File: src/rtl/db15_pkg.sv
// db15_pkg: shared constants, FSM state type and bit-to-joystick mapping for
// the DB15 two-player adapter reader.
//   NBITS / BITS_PER_PLAYER : serial frame geometry (2 x 12 active-low bits)
//   BTN_*                   : position of each button inside a 12-bit player slice
//   state_e                 : reader FSM states
//   to_joy()                : 12 raw active-low bits -> 16-bit active-high word
package db15_pkg;

  localparam int unsigned NBITS           = 24;
  localparam int unsigned BITS_PER_PLAYER = 12;
  localparam int unsigned BIT_W           = 5;   // indexes 0..NBITS-1
  localparam int unsigned CNT_W           = 8;   // tick counter, holds up to 255
  localparam int unsigned JOY_W           = 16;
  localparam int unsigned LOAD_TICKS      = 2;

  // Button positions within one player's slice; R is shifted in first.
  localparam int unsigned BTN_R     = 0;
  localparam int unsigned BTN_L     = 1;
  localparam int unsigned BTN_DOWN  = 2;
  localparam int unsigned BTN_UP    = 3;
  localparam int unsigned BTN_A     = 4;
  localparam int unsigned BTN_B     = 5;
  localparam int unsigned BTN_C     = 6;
  localparam int unsigned BTN_D     = 7;
  localparam int unsigned BTN_E     = 8;
  localparam int unsigned BTN_F     = 9;
  localparam int unsigned BTN_S     = 10;
  localparam int unsigned BTN_LB    = 11;

  typedef enum logic [2:0] {
    ST_IDLE,
    ST_LOAD,
    ST_SHIFT,
    ST_LATCH,
    ST_GAP
  } state_e;

  // Active-low raw slice to the "LS FEDCBAUDLR" active-high joystick word.
  function automatic logic [JOY_W-1:0] to_joy(input logic [BITS_PER_PLAYER-1:0] raw);
    return {4'b0000, ~raw};
  endfunction

endpackage

File: src/rtl/db15_tick_gen.sv
// db15_tick_gen: free-running divider producing one-clk tick pulses every
// CLK_DIV clocks; a tick is one half-period of the adapter shift clock.
//   clk      : system clock
//   reset    : asynchronous, active-high
//   enable_i : divider runs while high, held cleared while low
//   tick_o   : registered, high for one clk while the divider sits at CLK_DIV-1
module db15_tick_gen #(
  parameter int unsigned CLK_DIV = 24
) (
  input  logic clk,
  input  logic reset,
  input  logic enable_i,
  output logic tick_o
);

  localparam int unsigned DIV_W = 8;

  logic [DIV_W-1:0] div_q;
  logic             tick_q;

  // tick_q is set one count early so it is high exactly while div_q == CLK_DIV-1.
  always_ff @(posedge clk or posedge reset) begin
    if (reset) begin
      div_q  <= '0;
      tick_q <= 1'b0;
    end else if (!enable_i) begin
      div_q  <= '0;
      tick_q <= 1'b0;
    end else begin
      div_q  <= (div_q == DIV_W'(CLK_DIV - 1)) ? '0 : div_q + DIV_W'(1);
      tick_q <= (div_q == DIV_W'(CLK_DIV - 2));
    end
  end

  assign tick_o = tick_q;

endmodule

File: src/rtl/db15_joy_reader.sv
// db15_joy_reader: drives the DB15 adapter's load/clock lines, shifts in 24
// active-low button bits per frame and publishes two joystick words.
//   clk, reset      : system clock, asynchronous active-high reset
//   enable          : reader active; low aborts the frame and clears outputs
//   joy_data        : serial adapter data, active low, asynchronous
//   joy_clk         : adapter shift clock, idles high
//   joy_load        : adapter parallel load, active low
//   joystick1/2     : {4'b0, L, S, F, E, D, C, B, A, U, D, L, R}, active high
//   frame_done      : one-clk pulse when the joystick outputs are refreshed
//   present         : adapter detected (frame not all-low)
// Build option: define DB15_DEBOUNCE_EN to publish a frame only when it
// matches the previous frame.
module db15_joy_reader
  import db15_pkg::*;
#(
  parameter int unsigned CLK_DIV   = 24,
  parameter int unsigned GAP_TICKS = 14
) (
  input  logic             clk,
  input  logic             reset,
  input  logic             enable,
  input  logic             joy_data,
  output logic             joy_clk,
  output logic             joy_load,
  output logic [JOY_W-1:0] joystick1,
  output logic [JOY_W-1:0] joystick2,
  output logic             frame_done,
  output logic             present
);

  logic tick;

  db15_tick_gen #(.CLK_DIV(CLK_DIV)) u_tick_gen (
    .clk      (clk),
    .reset    (reset),
    .enable_i (enable),
    .tick_o   (tick)
  );

  state_e             state_q;
  logic [CNT_W-1:0]   cnt_q;
  logic [BIT_W-1:0]   bit_q;
  logic               phase_q;     // 0: joy_clk low half, 1: high half
  logic [NBITS-1:0]   raw_q;
  logic [1:0]         sync_q;
  logic               joy_clk_q;
  logic               joy_load_q;
  logic [JOY_W-1:0]   joy1_q;
  logic [JOY_W-1:0]   joy2_q;
  logic               done_q;
  logic               present_q;
`ifdef DB15_DEBOUNCE_EN
  logic [NBITS-1:0]   prev_q;
  logic               prev_vld_q;
`endif

  logic               present_d;
  logic [JOY_W-1:0]   joy1_d;
  logic [JOY_W-1:0]   joy2_d;
  logic               upd_d;

  // Two-flop synchronizer for the asynchronous adapter data line.
  always_ff @(posedge clk or posedge reset) begin
    if (reset) sync_q <= '0;
    else       sync_q <= {sync_q[0], joy_data};
  end

  // Frame decode; an all-low frame means no adapter, so both words are zeroed.
  always_comb begin
    present_d = (raw_q != '0);
    joy1_d    = present_d ? to_joy(raw_q[BITS_PER_PLAYER-1:0])     : '0;
    joy2_d    = present_d ? to_joy(raw_q[NBITS-1:BITS_PER_PLAYER]) : '0;
`ifdef DB15_DEBOUNCE_EN
    upd_d     = prev_vld_q && (raw_q == prev_q);
`else
    upd_d     = 1'b1;
`endif
  end

  // Reader FSM with registered adapter and joystick outputs.
  always_ff @(posedge clk or posedge reset) begin
    if (reset) begin
      state_q    <= ST_IDLE;
      cnt_q      <= '0;
      bit_q      <= '0;
      phase_q    <= 1'b0;
      raw_q      <= '0;
      joy_clk_q  <= 1'b1;
      joy_load_q <= 1'b1;
      joy1_q     <= '0;
      joy2_q     <= '0;
      done_q     <= 1'b0;
      present_q  <= 1'b0;
`ifdef DB15_DEBOUNCE_EN
      prev_q     <= '0;
      prev_vld_q <= 1'b0;
`endif
    end else if (!enable) begin
      // Abort immediately: idle lines, clear results, drop any partial frame.
      state_q    <= ST_IDLE;
      cnt_q      <= '0;
      bit_q      <= '0;
      phase_q    <= 1'b0;
      raw_q      <= '0;
      joy_clk_q  <= 1'b1;
      joy_load_q <= 1'b1;
      joy1_q     <= '0;
      joy2_q     <= '0;
      done_q     <= 1'b0;
      present_q  <= 1'b0;
`ifdef DB15_DEBOUNCE_EN
      prev_q     <= '0;
      prev_vld_q <= 1'b0;
`endif
    end else begin
      done_q <= 1'b0;
      case (state_q)
        ST_IDLE: begin
          if (tick) begin
            state_q    <= ST_LOAD;
            joy_load_q <= 1'b0;
            cnt_q      <= '0;
          end
        end
        ST_LOAD: begin
          if (tick) begin
            if (cnt_q == CNT_W'(LOAD_TICKS - 1)) begin
              state_q    <= ST_SHIFT;
              joy_load_q <= 1'b1;
              joy_clk_q  <= 1'b0;
              bit_q      <= '0;
              phase_q    <= 1'b0;
            end else begin
              cnt_q <= cnt_q + CNT_W'(1);
            end
          end
        end
        ST_SHIFT: begin
          if (tick) begin
            if (!phase_q) begin
              // Sample at the end of the low half, just before the rising edge
              // that advances the adapter's shift register.
              raw_q[bit_q] <= sync_q[1];
              joy_clk_q    <= 1'b1;
              phase_q      <= 1'b1;
            end else if (bit_q == BIT_W'(NBITS - 1)) begin
              state_q <= ST_LATCH;
            end else begin
              bit_q     <= bit_q + BIT_W'(1);
              joy_clk_q <= 1'b0;
              phase_q   <= 1'b0;
            end
          end
        end
        ST_LATCH: begin
          done_q  <= 1'b1;
          state_q <= ST_GAP;
          cnt_q   <= '0;
          if (upd_d) begin
            joy1_q    <= joy1_d;
            joy2_q    <= joy2_d;
            present_q <= present_d;
          end
`ifdef DB15_DEBOUNCE_EN
          prev_q     <= raw_q;
          prev_vld_q <= 1'b1;
`endif
        end
        ST_GAP: begin
          if (tick) begin
            if (cnt_q == CNT_W'(GAP_TICKS - 1)) begin
              state_q    <= ST_LOAD;
              joy_load_q <= 1'b0;
              cnt_q      <= '0;
            end else begin
              cnt_q <= cnt_q + CNT_W'(1);
            end
          end
        end
        default: state_q <= ST_IDLE;
      endcase
    end
  end

  assign joy_clk    = joy_clk_q;
  assign joy_load   = joy_load_q;
  assign joystick1  = joy1_q;
  assign joystick2  = joy2_q;
  assign frame_done = done_q;
  assign present    = present_q;

endmodule

File: config.mk
export PLATFORM = sky130hd
export DESIGN_NAME = db15_joy_reader
export DESIGN_NICKNAME = d
export VERILOG_FILES = /design/src/rtl/db15_pkg.sv /design/src/rtl/db15_tick_gen.sv /design/src/rtl/db15_joy_reader.sv
export SDC_FILE = /design/constraint.sdc
export NUM_CORES = 1
export LEC_CHECK = 0
export ABC_AREA = 1
export BUFFER_PORTS_ARGS = -buffer_cell sky130_fd_sc_hd__buf_4
export CAP_MARGIN = 40
export CORE_MARGIN = 5
export CORE_UTILIZATION = 39
export DETAILED_ROUTE_END_ITERATION = 8
export GPL_ROUTABILITY_DRIVEN = 0
export GPL_TIMING_DRIVEN = 0
export SYNTH_ARGS = -nofsm -noshare
export SYNTH_HDL_FRONTEND = slang
export SYNTH_HIERARCHICAL = 1
export SYNTH_SLANG_ARGS = --single-unit
File: constraint.sdc
create_clock -name clk -period 7 [get_ports clk]
set_input_delay 1.4 -clock clk [delete_from_list [all_inputs] [get_ports clk]]
set_output_delay 1.4 -clock clk [all_outputs]
set_load 0.02 [all_outputs]
== After elaboration in Yosys (flattened, before gate mapping) ==
Index checks and enable logic that the tools add are counted.
Widths: inputs -> output; s select.

* Input bits: 4
* Logic and storage cells: 121
* Output and inout bits: 36
* Flip-flop bits (word level): 88

* Equality and inequality tests: 27
* Bitwise gates (word level): 2
* Reduce and logical (&&, ||, !) cells: 10
* $add $sub $neg: 3
* Muxes and demuxes: 63
* Order comparisons: 2

{| class="wikitable"
|+ Operators with widths
! operator !! count
|-
| $mux 24 || 4
|-
| $mux 16 || 4
|-
| $mux 8 || 8
|-
| $pmux 8 s4 || 1
|-
| $mux 5 || 6
|-
| $mux 3 || 9
|-
| $bwmux 24 || 1
|-
| $mux 12 || 2
|-
| $not 12->12 || 2
|-
| $reduce_bool 24->1 || 1
|-
| $mux 1 || 22
|-
| $ne 3x3->1 const B || 6
|-
| $add 8x1->8 const B || 2
|-
| $eq 8x5->1 const B || 2
|-
| $pmux 3 s5 || 1
|-
| $ne 3x2->1 const B || 4
|-
| $reduce_and 6->1 || 2
|-
| $pmux 5 s2 || 1
|-
| $reduce_and 5->1 || 2
|-
| $eq 8x1->1 const B || 1
|-
| $eq 8x4->1 const B || 1
|-
| $reduce_and 8->1 || 1
|-
| $eq 3x2->1 const B || 2
|-
| $lt 5x6->1 const B || 1
|-
| 18 further kinds || 21
|}

== Depth between registers and ports, before layout ==
* Depth in word-level cells: 9
* Depth in mapped cells: 10
* Depth with buffers taken out: 10

== By module ==
The synthesis kept the hierarchy.

{| class="wikitable"
|+ By module, submodules not included
! module !! cells an instance !! times used !! seq. area each (µm²) !! area an instance (µm²)
|-
| db15_joy_reader || 566 || 1 || 1779.2 || 3992.6
|-
| db15_tick_gen || 56 || 1 || 225.2 || 459.2
|}

== Worst setup path after synthesis ==
No wires, ideal clock.

* Path kind: input to register
* Start: input port enable
* End: register phase_q
* Stages on the path: 10
* Setup time: 0.129 ns
* Required time: 6.871 ns
* Path slack: 4.560 ns
* Arrival: 2.311 ns
* Path through: buf_4 -> inv_2 -> buf_4 -> nor2_1 -> nand3_1 -> o21ai_2 -> nor2_4 -> nand2_1 -> nand2_1 -> o21ai_1

* Longest elaborated chain between the ends: 2

{| class="wikitable"
|+ Ends and longest elaborated chain
! what !! line !! RTL
|-
| from (decl) || db15_joy_reader.sv:21 || <nowiki>input logic enable,</nowiki>
|-
| $ne 3x1->1 (no line) (tied with other cells) || - ||
|-
| $reduce_and 4->1 (no line) || - ||
|-
| to (signal assigned) || db15_joy_reader.sv:86 || <nowiki>phase_q <= 1'b0;</nowiki>
|-
| to (signal assigned) || db15_joy_reader.sv:103 || <nowiki>phase_q <= 1'b0;</nowiki>
|-
| to (signal assigned) || db15_joy_reader.sv:132 || <nowiki>phase_q <= 1'b0;</nowiki>
|-
| to (decl) || db15_joy_reader.sv:43 || <nowiki>logic phase_q;</nowiki>
|}

Several ways; a longest one is shown, not always the timed one.
A chain may end at the register's enable or synchronous reset.

== Final worst setup path ==
* Start: input port enable
* End: register raw_q[11]

* Longest elaborated chain between the ends: 2

{| class="wikitable"
|+ Ends and longest elaborated chain
! what !! line !! RTL
|-
| $ne 2x1->1 (no line) or $ne 2x2->1 (tied branches) || - ||
|-
| $reduce_and 3->1 (no line) || - ||
|-
| to (signal, indexed assignment) || db15_joy_reader.sv:143 || <nowiki>raw_q[bit_q] <= sync_q[1];</nowiki>
|-
| to (decl) || db15_joy_reader.sv:44 || <nowiki>logic [NBITS-1:0] raw_q;</nowiki>
|}

Several ways; a longest one is shown, not always the timed one.

==> reports/summary.txt <==
Async SR Flop Fraction - 100%
Vias in the first global route - 3688
Slew @ Worst Pin - 0.526 ns
Worst rel slew slack - 65.0%
Synth warn - 6
Syn avg cell area - 7.16 um2
Unrepaired setup endpoints after global routing - no
Quantity of gates resized following cts - 0
Dominant cells by area after synthesis - dfrtp_1 44%, nand2_1 21%, inv_1 6.5%
Max IR drop VDD - 0.176 mV
Leakage power figure - 2.92 nW
Wire length per cell - 12.1 um
Area delta synth->final - 16.6%
Most common cell in the netlist - nand2_1
Nets@finish - 684
Seq/Total Area, Yosys - 45.0%
FF+latch count, synth - 80
Post-synth EDFFs - 0
GR Util met3 - 3.80%
Met2 Use GR - 26.6%
Initial DRC Count - 261
Mapped Area - 4450 um2
Run status - finished clean
GR met1 Demand/Resource - 19.9%
CTS clk-pin slew, worst paths - 0.06 ns
F_max - 397 MHz
Clock buffer count from CTS - 9
Die area - 13700 um2
Setup Buffers After CTS - 0
CTS tree - done
# diodes - 0
Share of the synthesized area in the top cell type - 43.8%
Post-layout minimum cycle time - 2.52 ns
Routed wire length - 9.94 mm
Layout cells sized above 1 - 12.4%
CP Class - input pin to flip-flop
Syn Inst Count - 622
Tcrit/Tclk final - 36.0%
Arrival time worst endpoint - 2.75 ns
Synth cell types - 28
Most used routing layer - met2
Die Width - 117 um
Slew Viols, Final - 0
Area leader, netlist - dfrtp_1
Hold_ws - 0.350 ns
Final HPWL DP - 7.37 mm
Critical Path Start Type - input pin
Top_reg_cell synth - dfrtp_1
Initial Util - 39.3%
Chip height - 117 um
Core box area - 11300 um2
PortBufs - 31
Via count - 3840
Initial antenna violation count - 0
Hold Buf Count CTS - 0
CTS Root Cell - clkbuf_16
Setup Skew - 0.00958 ns
Final antenna-violating net count - 0
GRT Resource Usage Total - 15.9%
Synth top cells by count - 244 x nand2_1, 78 x dfrtp_1, 77 x inv_1
Max Cap Violations - 0
Final hold viol count - 0
Min-Delay Path Class - flip-flop to flip-flop
Setup TNS - 0 ns
# H-tree levels - 3
First-pass GRT wire length - 17.2 mm
Clk_lat worst skew - 0.35 ns
Detailed Routing Iterations Pass 1 - 4
CTS Sinks - 80
Critical Path End Type - flip-flop
Crit path required time - 7.24 ns
Fillers - 1169
Crit path max fanout - 10
Final setup viols - 0
Via/cell ratio - 4.68
Clk buf depth - 2
Top Ports - 40
Largest net degree at the start of global routing - 39
Congestion Overflow GR - 0
Pwr per Cell Area - 242 nW/um2
DRC errors left - 0
Row count - 39
[metrics by stage]
step           area, um2  setup slack (ns)  power [mW]  util [%]  instances
6_report            5190              4.48        1.26      45.8        820
5_1_grt             5190              4.34        1.33      45.8        820
4_1_cts             5190              4.49        1.28      45.8        820
3_5_place_dp        4910              4.12       0.827      43.4        804
3_3_place_gp        4890              2.84       0.821      43.2        803
2_1_floorplan       4480              3.81       0.743         -        629
[cells by family (layout without fill, tap and decap cells)]
group | after synthesis | after routing | share of synthesized area, %
DFF | 80 | 80 | 45.0
other | 1 | 8 | 0.0842
xor gates and xnor gates | 5 | 5 | 0.984
AOI/OAI and AO/OA | 34 | 34 | 5.00
buffers and inverters | 105 | 153 | 10.3
adders and majority gates | 8 | 8 | 2.25
and+or+nand+nor | 389 | 389 | 36.3
[placed cells by master, fill, tap and decap left out, types with 9 or more instances in the layout]
cell / count
nand3_1: 55
buf_4: 43
dfrtp_1: 78
nand2_1: 244
o21ai_0: 20
clkbuf_16: 9
nand4_1: 16
nor2_1: 63
inv_1: 76
[worst max-delay path, stage by stage]
cell,delay (ns)
buf_4,0.13
buf_4,0.16
inv_2,0.08
buf_4,0.19
clkbuf_1,0.44
nor2_1,0.10
o21ai_0,0.19
nand2_1,0.07
[worst paths after layout]
kind | end | cells past startpoint | start | slack [ns]
worst max register to register | bit_q[3] | 7 | bit_q[0] | 5.07
max in group asynchronous | joy_load | 3 | reset | 5.27
min in group asynchronous | u_tick_gen/div_q[3] | 2 | reset | 1.04
worst min-delay path | sync_q[1] | 0 | sync_q[0] | 0.35
worst max-delay path | raw_q[11] | 8 | enable | 4.48
worst min register to register | sync_q[1] | 0 | sync_q[0] | 0.35
[registers in the layout (all words and copies together) (netlist names)]
register and count:
cnt_q 8, joy_load 1, joy_clk 1, frame_done 1
joystick2 12, present 1, sync_q 2, raw_q 24
phase_q 1, joystick1 12, state_q 3, u_tick_gen/div_q 8
bit_q 5, u_tick_gen/tick_o 1
[power breakdown]
part           internal [mW]  leakage (nW)  total, mW  switching [mW]
Combinational         0.0922          1.69      0.294           0.202
Clock                  0.251         0.133      0.439           0.188
Sequential             0.495          1.10      0.525          0.0293
[cell type report]
class	instances	area, um2	share of cell area, %
buffer	24	155	2.99
clock buffer	12	246	4.75
clock inverter	4	30.0	0.579
inverter	81	307	5.91
multi-input combinational	444	2010	38.8
sequential	80	2000	38.6
tap	143	179	3.45
timing repair buffer	32	253	4.87
[per-layer routing]
metal,vias up,routed length (um)
met5,-,0
met4,0,202
met3,15,436
met2,69,4780
met1,1750,4510
li1,2006,-
(Power assumes the default switching activity.)
